File: src/rtl/regfile_dump_unit_pkg.sv
// Shared definitions for the MIPS debug read path: datapath width,
// byte width and the dump FSM state type.
`ifndef LEN
`define LEN 32
`endif

package regfile_dump_unit_pkg;

  localparam int unsigned default_len = `LEN;
  localparam int unsigned byte_w      = 8;

  typedef enum logic [2:0] {
    IDLE,
    ADDR,
    WAIT,
    SEND,
    DONE
  } dump_state_t;

endpackage

File: src/rtl/regfile_dump_unit_word_serializer.sv
// Splits one len-bit word into bytes, least significant byte first, and
// presents them on a valid/ready byte stream.
module regfile_dump_unit_word_serializer
  import regfile_dump_unit_pkg::*;
#(
  parameter int unsigned len = default_len
) (
  input  logic              clk,
  input  logic              reset,
  input  logic              load,
  input  logic [len-1:0]    load_data,
  input  logic              tx_ready,
  output logic [byte_w-1:0] tx_data,
  output logic              tx_valid,
  output logic              last_accept
);

  localparam int unsigned nb_bytes = len / byte_w;
  localparam int unsigned cnt_w    = (nb_bytes > 1) ? $clog2(nb_bytes) : 1;

  logic [len-1:0]   shift;
  logic [cnt_w-1:0] cnt;
  logic             accept;

  assign accept      = tx_valid && tx_ready;
  assign last_accept = accept && (cnt == cnt_w'(nb_bytes - 1));
  assign tx_data     = shift[byte_w-1:0];

  // Load a fresh word, then shift one byte out per accepted handshake.
  always_ff @(posedge clk) begin
    if (!reset) begin
      shift    <= '0;
      cnt      <= '0;
      tx_valid <= 1'b0;
    end else if (load) begin
      shift    <= load_data;
      cnt      <= '0;
      tx_valid <= 1'b1;
    end else if (accept) begin
      shift <= shift >> byte_w;
      if (last_accept) begin
        cnt      <= '0;
        tx_valid <= 1'b0;
      end else begin
        cnt <= cnt + cnt_w'(1);
      end
    end
  end

endmodule

File: src/rtl/regfile_dump_unit.sv
// Debug-side register file reader: on start, walks registers 0..nregs-1
// over the debug read port and streams each word out as bytes. busy
// freezes the pipeline (and so the register file) for the whole dump.
module regfile_dump_unit
  import regfile_dump_unit_pkg::*;
#(
  parameter int unsigned len   = default_len,
  parameter int unsigned nregs = 32
) (
  input  logic                     clk,
  input  logic                     reset,
  input  logic                     start,
  output logic [$clog2(nregs)-1:0] reg_addr,
  input  logic [len-1:0]           reg_data,
  output logic [7:0]               tx_data,
  output logic                     tx_valid,
  input  logic                     tx_ready,
  output logic                     busy,
  output logic                     done
);

  localparam int unsigned addr_w = $clog2(nregs);
  localparam logic [addr_w-1:0] last_addr = addr_w'(nregs - 1);

  dump_state_t state;
  logic        load;
  logic        last_accept;

  // The register file presents data for reg_addr one cycle after ADDR,
  // so the word is captured while in WAIT.
  assign load = (state == WAIT);

  regfile_dump_unit_word_serializer #(
    .len (len)
  ) u_serializer (
    .clk         (clk),
    .reset       (reset),
    .load        (load),
    .load_data   (reg_data),
    .tx_ready    (tx_ready),
    .tx_data     (tx_data),
    .tx_valid    (tx_valid),
    .last_accept (last_accept)
  );

  // Dump sequencing: register walk, busy window and the done pulse.
  always_ff @(posedge clk) begin
    if (!reset) begin
      state    <= IDLE;
      reg_addr <= '0;
      busy     <= 1'b0;
      done     <= 1'b0;
    end else begin
      done <= 1'b0;
      case (state)
        IDLE: begin
          if (start) begin
            state    <= ADDR;
            reg_addr <= '0;
            busy     <= 1'b1;
          end
        end
        ADDR: state <= WAIT;
        WAIT: state <= SEND;
        SEND: begin
          if (last_accept) begin
            if (reg_addr == last_addr) begin
              state <= DONE;
            end else begin
              reg_addr <= reg_addr + addr_w'(1);
              state    <= ADDR;
            end
          end
        end
        DONE: begin
          done     <= 1'b1;
          busy     <= 1'b0;
          reg_addr <= '0;
          state    <= IDLE;
        end
        default: state <= IDLE;
      endcase
    end
  end

endmodule

File: config.mk
export PLATFORM = sky130hd
export DESIGN_NAME = regfile_dump_unit
export DESIGN_NICKNAME = d
export VERILOG_FILES = /design/src/rtl/regfile_dump_unit_pkg.sv /design/src/rtl/regfile_dump_unit_word_serializer.sv /design/src/rtl/regfile_dump_unit.sv
export SDC_FILE = /design/constraint.sdc
export NUM_CORES = 1
export LEC_CHECK = 0
export BUFFER_PORTS_ARGS = -buffer_cell sky130_fd_sc_hd__buf_4
export CAP_MARGIN = 30
export CORE_ASPECT_RATIO = 1.4
export CORE_MARGIN = 5
export CORE_UTILIZATION = 34
export CTS_CLUSTER_DIAMETER = 150
export DETAILED_ROUTE_END_ITERATION = 8
export HOLD_SLACK_MARGIN = 0.05
export PLACE_DENSITY = 0.53
export SLEW_MARGIN = 20
export SYNTH_ARGS = -nofsm -noshare
export SYNTH_HDL_FRONTEND = slang
export SYNTH_SLANG_ARGS = --single-unit
File: constraint.sdc
create_clock -name clk -period 4.9 [get_ports clk]
set_input_delay 0.735 -clock clk [delete_from_list [all_inputs] [get_ports clk]]
set_output_delay 0.735 -clock clk [all_outputs]
set_load 0.01 [all_outputs]
==> results.py <==
metrics = {
    "outcome": {
        "outcome": "complete, no violations",
    },
    "synth": {
        "synth-seq-cells": 45,
        "syn_area_um2": 2130,
        "syn_inst": 240,
        "yosys_warnings": 0,
        "ys_seq_area_frac": 0.422,
        "synth_top_flop_cell": "dfxtp_1",
        "syn_avg_cell_area_um2": 8.89,
        "synth_cell_types": 35,
        "synthArstFlopShare": 0,
        "synth_edf_count": 0,
        "syn_nets": 279,
    },
    "grt": {
        "overflow": 0,
        "grt_pass1_vias": 1749,
        "grt_first_pass_wirelength_um": 8020,
        "grt_start_max_net_pins": 58,
        "track_usage": 0.119,
        "antenna_found_initial": 0,
    },
    "setup_path": {
        "r2r_start": "reg_addr[0]",
        "critPathArrivalTime_ns": 2.16,
        "cp.required_ns": 5.08,
        "r2r_setup_slack_ns": 2.93,
        "critPathLaunchType": "flop",
        "criticalPathCategory": "reg -> reg",
        "endpoint": "reg_addr[3]",
        "crit_path_start": "reg_addr[0]",
        "cp-end-kind": "flop",
        "worstRegToRegCells": 6,
        "crit_fanout": 5,
        "reg2reg_to": "reg_addr[3]",
    },
    "cts": {
        "tritoncts": "built",
        "h-tree-depth": 2,
        "cts_buffer_depth": 2,
        "cts_setup_buffers": 0,
        "ctsResizeCount": 0,
        "clkTransAtPathRegs_ns": 0.08,
        "cts.sinks": 45,
        "cts_hold_buf": 0,
        "cts-root-buf": "clkbuf_8",
        "cts_made_buffers": 5,
        "clk_latency_ns": 0.30,
    },
    "power": {
        "ir_drop_uv": 134,
        "p_per_area_nw_per_um2": 317,
        "total_leakage_power_nw": 0.981,
        "power_uw": 823,
    },
    "drt": {
        "wire_per_inst_um": 13.5,
        "dr_wl_met3_um": 239,
        "route.detailed.drc": 0,
        "postRouteWirelength_um": 4670,
        "top_layer": "met4",
        "wl_met2_um": 2170,
        "postRouteAntennaNets": 0,
        "drt_first_pass_iters": 4,
        "viasPerCell": 4.98,
        "vias": 1729,
        "wl_met1_um": 2190,
        "drtIter0Drc": 89,
    },
    "final_layout": {
        "final_cells": 347,
        "final_area_um2": 2590,
        "num-nets-final": 313,
        "area_growth_pct": 21.5,
        "fillCellCount": 618,
        "drive_above_1_share": 0.324,
        "antenna_cells": 0,
    },
    "timing": {
        "max_slew_margin": 0.425,
        "post-route-min-period_ns": 1.97,
        "setup_viol": 0,
        "hold_violations": 0,
        "fin_tns_setup_ns": 0,
        "min_period_over_period": 0.403,
        "rsz0062_at_grt": "false",
        "final-max-slew-violation-count": 0,
        "fin_worst_skew_ns": 0.0130,
        "max_freq_ghz": 0.507,
        "worst_pin_slew_ns": 0.861,
    },
    "floorplan": {
        "rows": 34,
        "die_w_um": 77.0,
        "initial_core_util": 0.346,
        "die_area_um2": 7990,
        "die_h_um": 104,
        "num_io_pins": 52,
        "core_area_um2": 6170,
    },
    "placed_design": {
        "globalplace.congestion": 0.713,
        "dp_hpwl_um": 3190,
        "place_inst": 339,
        "postPlaceCellArea_um2": 2470,
        "port-buffer-count": 51,
    },
    "worst_hold_path": {
        "hold_start": "u_serializer.shift[31]",
        "holdCritPathClass": "reg -> reg",
    },
    "job": {
        "max_cap_viol_count": 0,
    },
}
cells in the final DEF (no fill, tap or decap), types with 2 or more instances in the layout:
master     n
a21oi_1   11
a22o_1     2
a311oi_2  24
and3_1     2
buf_4     51
buf_8      2
clkbuf_8   6
dfxtp_1   45
ha_1       3
nand2_1   62
nand2b_1   2
nand3_1    9
nand4b_1   2
nor2_1    33
synthesized netlist by cell type (all sizes together), types with 2 or more instances:
library cell | count | area share
a22o | 2 | 0.0082
inv | 2 | 0.0035
ha | 3 | 0.018
and3 | 2 | 0.0059
nand3 | 9 | 0.021
buf | 18 | 0.063
a311oi | 24 | 0.17
a21oi | 11 | 0.026
nand2 | 62 | 0.11
nor3b | 2 | 0.0094
clkbuf | 8 | 0.014
nand2b | 2 | 0.0059
dfxtp | 45 | 0.42
nand4b | 2 | 0.0082
nor2 | 33 | 0.058
registers in the layout, indices dropped and copies added, names as in the netlist:
signal / count
u_serializer.shift: 32
reg_addr: 5
state: 3
u_serializer.cnt: 2
busy: 1
done: 1
u_serializer.tx_valid: 1
worst min path at each step:
stage | slack (ns) | cells after the start | endpoint
final | 0.47 | 2 | u_serializer.shift[31]
after global routing | 0.49 | 2 | u_serializer.shift[25]
after CTS | 0.47 | 2 | u_serializer.shift[27]
after detailed placement | 0.46 | 2 | u_serializer.shift[27]
after global placement | 0.45 | 2 | u_serializer.cnt[1]
after floorplan | 0.44 | 2 | u_serializer.cnt[1]
metrics by stage:
| step | setup WS (ns) | hold WS, ns | utilization |
|---|---|---|---|
| finish | 2.93 | 0.469 | 0.420 |
| global route | 2.81 | 0.491 | 0.420 |
| CTS | 2.92 | 0.471 | 0.420 |
| detailed placement | 2.87 | 0.459 | 0.401 |
| global placement | 2.67 | 0.450 | 0.396 |
| floorplan | 3.05 | 0.437 | - |
worst max-delay path, cell delays in order, from the launching register on:
cell      delay [ns]
dfxtp_1         0.34
ha_1            0.22
and3_1          0.19
ha_1            0.19
nand4b_1        0.24
o221a_1         0.33
a221o_1         0.36
layout make-up:
type / count / area (µm²) / area share
clock buffer: 6 / 82.6 / 0.0318
clock inverter: 2 / 37.5 / 0.0145
inverter: 2 / 7.51 / 0.00289
multi-input combinational: 167 / 1060 / 0.410
sequential: 45 / 901 / 0.347
tap: 72 / 90.1 / 0.0347
timing repair buffer: 53 / 413 / 0.159
power breakdown:
group / switching, mW / internal, mW / total [mW]
sequential: 0.0154 / 0.391 / 0.406
clock: 0.126 / 0.166 / 0.292
combinational: 0.0636 / 0.0605 / 0.124
total: 0.205 / 0.617 / 0.823
logic make-up (layout without fill, tap and decap cells):
group | Yosys count | after routing | synth area share
buffers and inverters | 28 | 63 | 0.0803
and+or+nand+nor | 119 | 119 | 0.242
AOI/OAI and AO/OA | 43 | 43 | 0.228
DFF | 45 | 45 | 0.422
muxes | 2 | 2 | 0.00996
adders and majority gates | 3 | 3 | 0.0176
metal layers:
metal / vias up / track usage
met4: 0 / 0.0413
met1: 789 / 0.156
li1: 900 / -
met2: 34 / 0.182
met3: 6 / 0.0391
met5: - / 0
Power figures use the tool's default switching activity.
